===== src/rtl/ps2_rx_fifo.sv =====
// rtl/ps2_rx_fifo.sv - PS/2 keyboard receiver with E0/F0 prefix decoding and show-ahead FIFO
`timescale 1ns/1ps
module ps2_rx_fifo #(
  parameter int FIFO_DEPTH     = 8,
  parameter int TIMEOUT_CYCLES = 50000,
  parameter int DECODE         = 1
) (
  input  logic                          clk,
  input  logic                          resetn,
  input  logic                          ps2_clk,
  input  logic                          ps2_data,
  input  logic                          rd_en,
  input  logic                          ovf_clr,
  output logic [7:0]                    data,
  output logic                          is_break,
  output logic                          is_ext,
  output logic                          ready,
  output logic [$clog2(FIFO_DEPTH):0]   count,
  output logic                          overflow,
  output logic                          err
);

  localparam int AW = $clog2(FIFO_DEPTH);
  localparam int TW = $clog2(TIMEOUT_CYCLES + 1);
  localparam logic [7:0] CODE_EXT = 8'hE0;
  localparam logic [7:0] CODE_BRK = 8'hF0;

  typedef enum logic [1:0] {ST_IDLE, ST_E0, ST_F0, ST_E0F0} dec_state_t;

  logic [2:0]    clk_sync;
  logic [1:0]    data_sync;
  logic [3:0]    bit_cnt;
  logic [9:0]    frame_bits;
  logic [TW-1:0] idle_cnt;
  logic          strobe;
  logic          frame_end;
  logic          frame_ok;
  logic          frame_bad;
  logic          timeout;
  logic [7:0]    rx_byte;

  // Data is synchronised too; it is stable for microseconds around the PS/2 clock edge.
  assign strobe    = clk_sync[2] & ~clk_sync[1];
  assign frame_end = strobe && (bit_cnt == 4'd10);
  assign frame_ok  = frame_end && !frame_bits[0] && data_sync[1] && (^frame_bits[9:1]);
  assign frame_bad = frame_end && !frame_ok;
  assign timeout   = !strobe && (bit_cnt != 4'd0) && (idle_cnt == TW'(TIMEOUT_CYCLES - 1));
  assign rx_byte   = frame_bits[8:1];

  // Bits shift in at the top, so after ten strobes the start bit sits in frame_bits[0].
  always_ff @(posedge clk) begin
    if (!resetn) begin
      clk_sync   <= 3'b111;
      data_sync  <= 2'b11;
      bit_cnt    <= 4'd0;
      frame_bits <= 10'd0;
      idle_cnt   <= '0;
      err        <= 1'b0;
    end else begin
      clk_sync  <= {clk_sync[1:0], ps2_clk};
      data_sync <= {data_sync[0], ps2_data};
      err       <= frame_bad | timeout;
      if (strobe) begin
        idle_cnt <= '0;
        if (bit_cnt == 4'd10) begin
          bit_cnt <= 4'd0;
        end else begin
          frame_bits <= {data_sync[1], frame_bits[9:1]};
          bit_cnt    <= bit_cnt + 4'd1;
        end
      end else if (timeout) begin
        bit_cnt  <= 4'd0;
        idle_cnt <= '0;
      end else if (bit_cnt != 4'd0) begin
        idle_cnt <= idle_cnt + TW'(1);
      end else begin
        idle_cnt <= '0;
      end
    end
  end

  dec_state_t state;
  dec_state_t state_nxt;
  logic       push_req;
  logic [9:0] push_entry;

  always_comb begin
    state_nxt  = state;
    push_req   = 1'b0;
    push_entry = {2'b00, rx_byte};
    if (frame_bad || timeout) begin
      state_nxt = ST_IDLE;
    end else if (frame_ok) begin
      if (DECODE == 0) begin
        push_req = 1'b1;
      end else if (rx_byte == CODE_EXT) begin
        state_nxt = ST_E0;
      end else if (rx_byte == CODE_BRK) begin
        state_nxt = (state == ST_E0 || state == ST_E0F0) ? ST_E0F0 : ST_F0;
      end else begin
        push_req   = 1'b1;
        push_entry = {(state == ST_E0 || state == ST_E0F0),
                      (state == ST_F0 || state == ST_E0F0), rx_byte};
        state_nxt  = ST_IDLE;
      end
    end
  end

  always_ff @(posedge clk) begin
    if (!resetn) state <= ST_IDLE;
    else         state <= state_nxt;
  end

  logic [9:0]  mem [FIFO_DEPTH];
  logic [AW:0] wptr;
  logic [AW:0] rptr;
  logic [AW:0] fill;
  logic        empty;
  logic        full;
  logic        do_pop;
  logic        do_push;
  logic        ovf_evt;
  logic [9:0]  head;

  assign fill    = wptr - rptr;
  assign empty   = (wptr == rptr);
  assign full    = (fill == (AW+1)'(FIFO_DEPTH));
  assign do_pop  = rd_en && !empty;
  // A pop in the same cycle frees the slot, so a full FIFO still accepts the push.
  assign do_push = push_req && (!full || do_pop);
  assign ovf_evt = push_req && full && !do_pop;

  always_ff @(posedge clk) begin
    if (do_push) mem[wptr[AW-1:0]] <= push_entry;
  end

  always_ff @(posedge clk) begin
    if (!resetn) begin
      wptr     <= '0;
      rptr     <= '0;
      overflow <= 1'b0;
    end else begin
      if (do_push) wptr <= wptr + (AW+1)'(1);
      if (do_pop)  rptr <= rptr + (AW+1)'(1);
      if (ovf_evt)      overflow <= 1'b1;
      else if (ovf_clr) overflow <= 1'b0;
    end
  end

  assign head     = empty ? 10'd0 : mem[rptr[AW-1:0]];
  assign data     = head[7:0];
  assign is_break = head[8];
  assign is_ext   = head[9];
  assign ready    = !empty;
  assign count    = fill;

endmodule


===== config.mk =====
export PLATFORM = sky130hd
export DESIGN_NAME = ps2_rx_fifo
export DESIGN_NICKNAME = d
export VERILOG_FILES = /design/src/rtl/ps2_rx_fifo.sv
export SDC_FILE = /design/constraint.sdc
export NUM_CORES = 1
export LEC_CHECK = 0
export CAP_MARGIN = 20
export CORE_ASPECT_RATIO = 1.5
export CORE_MARGIN = 2
export CORE_UTILIZATION = 57
export DETAILED_ROUTE_END_ITERATION = 8
export HOLD_SLACK_MARGIN = 0.1
export PLACE_DENSITY_LB_ADDON = 0.05
export SYNTH_ARGS = -nofsm -noshare
export SYNTH_HDL_FRONTEND = slang
export SYNTH_SLANG_ARGS = --single-unit

===== constraint.sdc =====
create_clock -name clk -period 3.08 [get_ports clk]
set_input_delay 0.616 -clock clk [delete_from_list [all_inputs] [get_ports clk]]
set_output_delay 0.616 -clock clk [all_outputs]
set_load 0.02 [all_outputs]

; ---- Word-level counts from Yosys, hierarchy flattened
; Memories as Yosys holds them, arrays and structs flattened. A register that Yosys moved wholly into a read port is not among the register bits.
; Index checks and enable logic that the tools add are counted.
[totals]
n_memories = 1
ramBits = 80
register_bits = 47
word_cells = 80
[mem_list]
columns = memory, depth, width, read_ports, rd_clocked_by_memory_dff, wr, line_no
row1 = mem, 8, 10, 1, 1, 1, 114  ; logic [9:0] mem [FIFO_DEPTH];
[op_classes]
reduce_logical = 28
bitwise = 6
addsub = 5
eq_ne = 9
n_mux = 21
[op_table]
columns = cell, count
row1 = 10-bit two-way mux, 5
row2 = 16-bit by 1-bit adder with 16-bit output (second input constant), 1
row3 = 16-bit == test (second input constant), 1
row4 = 8-bit == test (second input constant), 2
row5 = 4-bit by 1-bit adder with 4-bit output (second input constant), 3
row6 = 4-bit two-way mux, 3
row7 = 1-bit logical AND, 11
row8 = 1-bit two-way mux, 9
row9 = 9-bit parity, 1
row10 = 4-bit == test (second input constant), 2
row11 = 1-bit zero test, 6
row12 = 3-bit two-way mux, 2
row13 = 2-bit == test (second input constant), 2
row14 = 4-bit == test, 1
row15 = 1-bit logical OR, 4
row16 = 2-bit two-way mux, 2
row17 = 1-bit NOT, 4
row18 = 2-bit nonzero test, 2
row19 = 4-bit nonzero test, 1
row20 = 4-bit OR reduction, 1
row21 = 4-bit subtractor, 1
row22 = 2-bit by 1-bit == test with 1-bit output (second input constant), 1
row23 = 2-bit AND reduction, 1
row24 = 2-bit OR reduction, 1
row25 = 2 further kinds, 2

; ---- Logic depth before layout (Yosys ltp)
[depth]
ltp_word = 13
ltp_mapped = 9
mapped_depth_nobuf = 9

; ---- Worst setup path before layout
; OpenSTA, ideal clock, no wires.
[synth_timing]
path_kind = reg-to-reg
start = reg wptr[0]
end = mem mem[0][0] (enable)
setup_ns = 0.390
path_slack_ns = 0.061
path_buffers = 0
required_time_ns = 2.690
synth_period_minus_slack_ns = 3.019
arrival_ns = 2.629
path_stages_with_launch = 10
path_cell_list = dfxtp_1 -> inv_1 -> ha_1 -> inv_1 -> fa_1 -> xor2_1 -> nor3_1 -> nand4b_1 -> nand3_4 -> nor3_1
[synth_via]
elab_chain_len = 7
[synth_rtl]
columns = item, line_no
row1 = from (decl), 115  ; logic [AW:0] wptr;
row2 = from (signal assigned), 143  ; if (do_push) wptr <= wptr + (AW+1)'(1);
row3 = 4-bit subtractor, 125  ; assign fill = wptr - rptr;
row4 = net count[2], 18  ; output logic [$clog2(FIFO_DEPTH):0] count,
row5 = 4-bit == test, 127  ; assign full = (fill == (AW+1)'(FIFO_DEPTH));
row6 = 1-bit zero test, 130  ; assign do_push = push_req && (!full || do_pop);
row7 = 1-bit logical OR, 130
row8 = 1-bit logical AND, 130
row9 = 1-bit two-way mux, 134  ; if (do_push) mem[wptr[AW-1:0]] <= push_entry;
row10 = 1-bit two-way mux (not written as such), 134
row11 = to (decl), 114
; The timed path passes the listed nets, and every way through them passes these cells.

; ---- Final worst setup path
[layout_timing]
start = reg wptr[0]
end = out count[1]
[layout_via]
elab_chain_len = 1
[layout_rtl]
columns = item, line_no
row1 = 4-bit subtractor, 125
row2 = to (decl), 18
; Every way passes these cells.

==> metrics list <==
- The flow ran to the end, and the final reports show no timing, DRC or antenna violations.
- The analysis attributes to cell leakage a power of 2.47 nW.
* Number of filler cells placed in the layout: 691
- The repair_antennas step left the layout with diodes totalling 0.
- Period utilization: 0.962
- The hold violation total from the final report came to 0.
* Sequential fraction of the synthesis area: 0.618
- Sorting the synthesized cells by area gives the leading types as edfxtp_1 (44%), dfxtp_1 (18%), mux4_2 (8.2%), ha_1 (3.2%), nor2_1 (3.1%).
- The number of hold buffers added after CTS was 0.
* Count of final setup violators: 0
- The critical path contains buffers and inverters numbering 3 combined.
- In this run the vertical extent of the chip is 124 um.
- All-Layer GR Usage: 0.218
- Reg2Reg Launch Point: wptr[0]
- The final layout contains routed wiring with a total length of 10,500 um.
- Clock tree from TritonCTS: built
- Setup repair after global routing left no endpoint under its margin.
- Headroom to the max-slew limit came out at 0.413.
- On the worst path, the slowest cell contributes a delay of 0.62 ns.
- The cell area that synthesis handed to floorplanning was 5510 um2.
* CTS Sinks: 130
- Clock Path Buffers: 2
- In this run the critical register-to-register path is captured at mem[5][9].
* Type of destination of the critical path: primary output
- Most used DFF post-synth: edfxtp_1
* Clock period minus final worst setup slack: 2.96 ns
- The Yosys step of the flow raised 0 warnings.
- The die covers 10,500 um2.
* Setup Total Neg Slack: 0 ns
- Cell with the most instances after synthesis: edfxtp_1
- The final-report max-slew violation count was 0.
* Number of max-cap violations: 0
- The post-synthesis compound-gate area fraction was 0.0388.
- The floorplan step set the die width to 84.3 um.
- Share of synthesized registers carrying an async set or reset: 0
* Clock buffers created by TritonCTS: 17
* H-tree Lvls: 4
- Worst hold endpoint: data_sync[1]
- RD Place Congestion: 0.786
* Via count of the first global-routing pass: 3,398
* Count of unresolved DRC violations after routing: 0
* Flop-to-flop setup slack: 0.34 ns
- The finished cells cover 6600 um2.
* Mean number of vias per cell: 5.58
* Core area: 9520 um2
* DPL Wire Length: 6970 um
- Area of placed instances: 5990 um2
* Synth top cells by count: edfxtp_1 (80), dfxtp_1 (50), nor2_1 (45)
* Post-synthesis cell type count: 48
* Share of the synthesized netlist area taken by xor and xnor gates: 0.0393
- In this run the clock root is driven by a clkbuf_16.
- Final antenna-violating net count: 0
* Multiplexer fraction of the synthesized cell area: 0.104
* Fraction of synthesized cell area taken by the top area cell type: 0.436
- Number of flip-flops and latches in the synthesized netlist: 130
* TritonRoute pass-1 iters: 4
- The number of antenna violations at the first check in global routing was 0.
- Hold crit path type: reg -> reg
* Post-synth EDFFs: 80
- Number of buffers added on ports: 22
* CP Cell Sequence: inv_1, ha_1, inv_1, fa_1, clkdlybuf4s50_1
- The critical path is of the reg -> out type.
- Mapped Avg Cell Area: 13.3 um2
- In this run the count of I/O pins placed on the die edge is 23.
* Worst path arrival time: 2.35 ns
* Std cell rows: 44
- Largest net degree at the start of global routing: 22
* Wire length per cell after detailed routing: 17.7 um
- Of all nets on the critical path, the largest fanout is 5.
- Share of final-layout standard cells stronger than drive strength 1: 0.179
- Total congestion overflow after global routing: 0
- Via count: 3,297
- On the final layout, the worst clock skew is 0.00922 ns.
* Dominant delay contributor by cell family on the critical path: buffers and inverters
* Element type at the critical path start: flip-flop
- Post-synthesis net count: 435
- First-pass GRT wire length: 17,100 um
- After synthesis, the largest family of logic cells by area is simple AND/OR/NAND/NOR gates.
- The slowest stage of the critical path belongs to the cell clkdlybuf4s50_1.
- The first routing iteration left 214 violations.
- Initial Util: 0.579
* Final #Nets: 485
- The number of cells on the worst reg-to-reg path is 9.
* Peak supply drop: 0.611 mV
- Of the total synthesized cell area, the portion taken by AND, OR, NAND and NOR gates is 0.144.
- Cell accounting for the most synthesized area: edfxtp_1
* Crit-path most repeated cell: inv_1
* Slew at the pin with the worst max-slew slack: 0.878 ns
- Startpoint of the most critical hold path: data_sync[0]
- Number of cells traversed by the worst hold path: 1
- Timing-limited maximum frequency: 0.337 GHz
- Post-synthesis share of cell area spent on full adders, half adders and majority gates: 0.0354
* Clock-pin slew on the worst setup and hold paths: 0.05 ns
- Later-pin clock latency in the skew report: 0.41 ns
* Area growth syn-to-layout: 19.8%
- Areal power density over the cells: 565 nW/um2
* Required arrival time at the worst endpoint: 2.46 ns
- The cell count after synthesis came out at 414.
worst max-delay path by stage:
stage | start | end | slack, ns | cells past startpoint
after CTS | wptr[0] | data[7] | 0.04 | 6
after detailed placement | wptr[0] | data[7] | 0.03 | 6
after global routing | wptr[0] | count[1] | 0.01 | 5
final | wptr[0] | count[1] | 0.12 | 5
after floorplan | wptr[0] | mem[0][0] | 0.06 | 9
after global placement | wptr[0] | data[0] | 0.13 | 6
logic make-up after synthesis:
group                      Yosys count
and+or+nand+nor                    148
DFF                                130
AOI/OAI and AO/OA                   38
buffers and inverters               31
muxes                               32
adders and majority gates           15
xor gates and xnor gates            20
cells in the final DEF (no fill, tap or decap), types with 3 or more instances in the layout:
| cell type | synthesis | routed |
|---|---|---|
| dlymetal6s2s_1 | 0 | 10 |
| nand3_1 | 15 | 15 |
| nor3_1 | 5 | 5 |
| mux2i_1 | 12 | 12 |
| a21oi_1 | 21 | 20 |
| o21ai_0 | 8 | 8 |
| or3_1 | 4 | 4 |
| buf_4 | 0 | 20 |
| mux4_2 | 20 | 20 |
| xnor2_1 | 7 | 7 |
| nand2b_1 | 9 | 9 |
| and3_1 | 4 | 4 |
| clkinv_2 | 0 | 7 |
| inv_1 | 18 | 18 |
| and4_1 | 3 | 3 |
| nand4_1 | 8 | 8 |
| clkbuf_16 | 0 | 17 |
| nor2b_1 | 3 | 3 |
| dfxtp_1 | 50 | 50 |
| xor2_1 | 10 | 10 |
| nor2_1 | 45 | 44 |
| clkdlybuf4s50_1 | 0 | 11 |
| nand2_1 | 31 | 31 |
| ha_1 | 14 | 14 |
| edfxtp_1 | 80 | 80 |
sequential cells by signal, summed over array words and instances, names as in the netlist, named ones only:
register / count
frame_bits: 10
wptr: 4
state: 2
clk_sync: 3
bit_cnt: 4
err: 1
idle_cnt: 16
data_sync: 2
mem: 80
overflow: 1
rptr: 4
layout make-up:
type	count	area [um2]	share of cell area
inverters	18	67.6	0.0102
repair buffers	44	434	0.0658
clock inverters	13	120	0.0182
multi-input cells	253	2000	0.303
clock buffers	18	429	0.0650
flip-flops and latches	130	3400	0.516
well taps	115	144	0.0218
routing by layer:
layer	share of wire	wire length, um	global-route usage	vias up
met4	0.0084	88	0.0769	0
met2	0.58	6040	0.399	43
met3	0.022	226	0.0603	8
li1	-	-	-	1616
met5	0	0	0	-
met1	0.39	4110	0.239	1630
timing repair:
action	in CTS	in global routing
gates cloned	0	0
endpoints found under the setup margin	12	22
resized for setup	3	12
buffers inserted	0	1
pin swaps	0	1
report_power, final:
group          internal (mW)  switching [mW]  leakage [nW]
Combinational         0.0165          0.0233          1.02
Sequential              1.83         0.00377          1.17
Clock                   1.17           0.682         0.278
stage by stage:
stage	worst slack [ns]	total power, mW	std cells	utilization	hold slack [ns]
after floorplan	0.0607	1.90	414	-	0.386
after global placement	0.129	1.91	559	0.629	0.390
after detailed placement	0.0287	1.91	559	0.629	0.396
after CTS	0.0363	3.76	590	0.688	0.409
after global routing	0.0125	3.84	591	0.693	0.416
final	0.116	3.73	591	0.693	0.407
No activity file was read; power rests on OpenSTA's default activity.
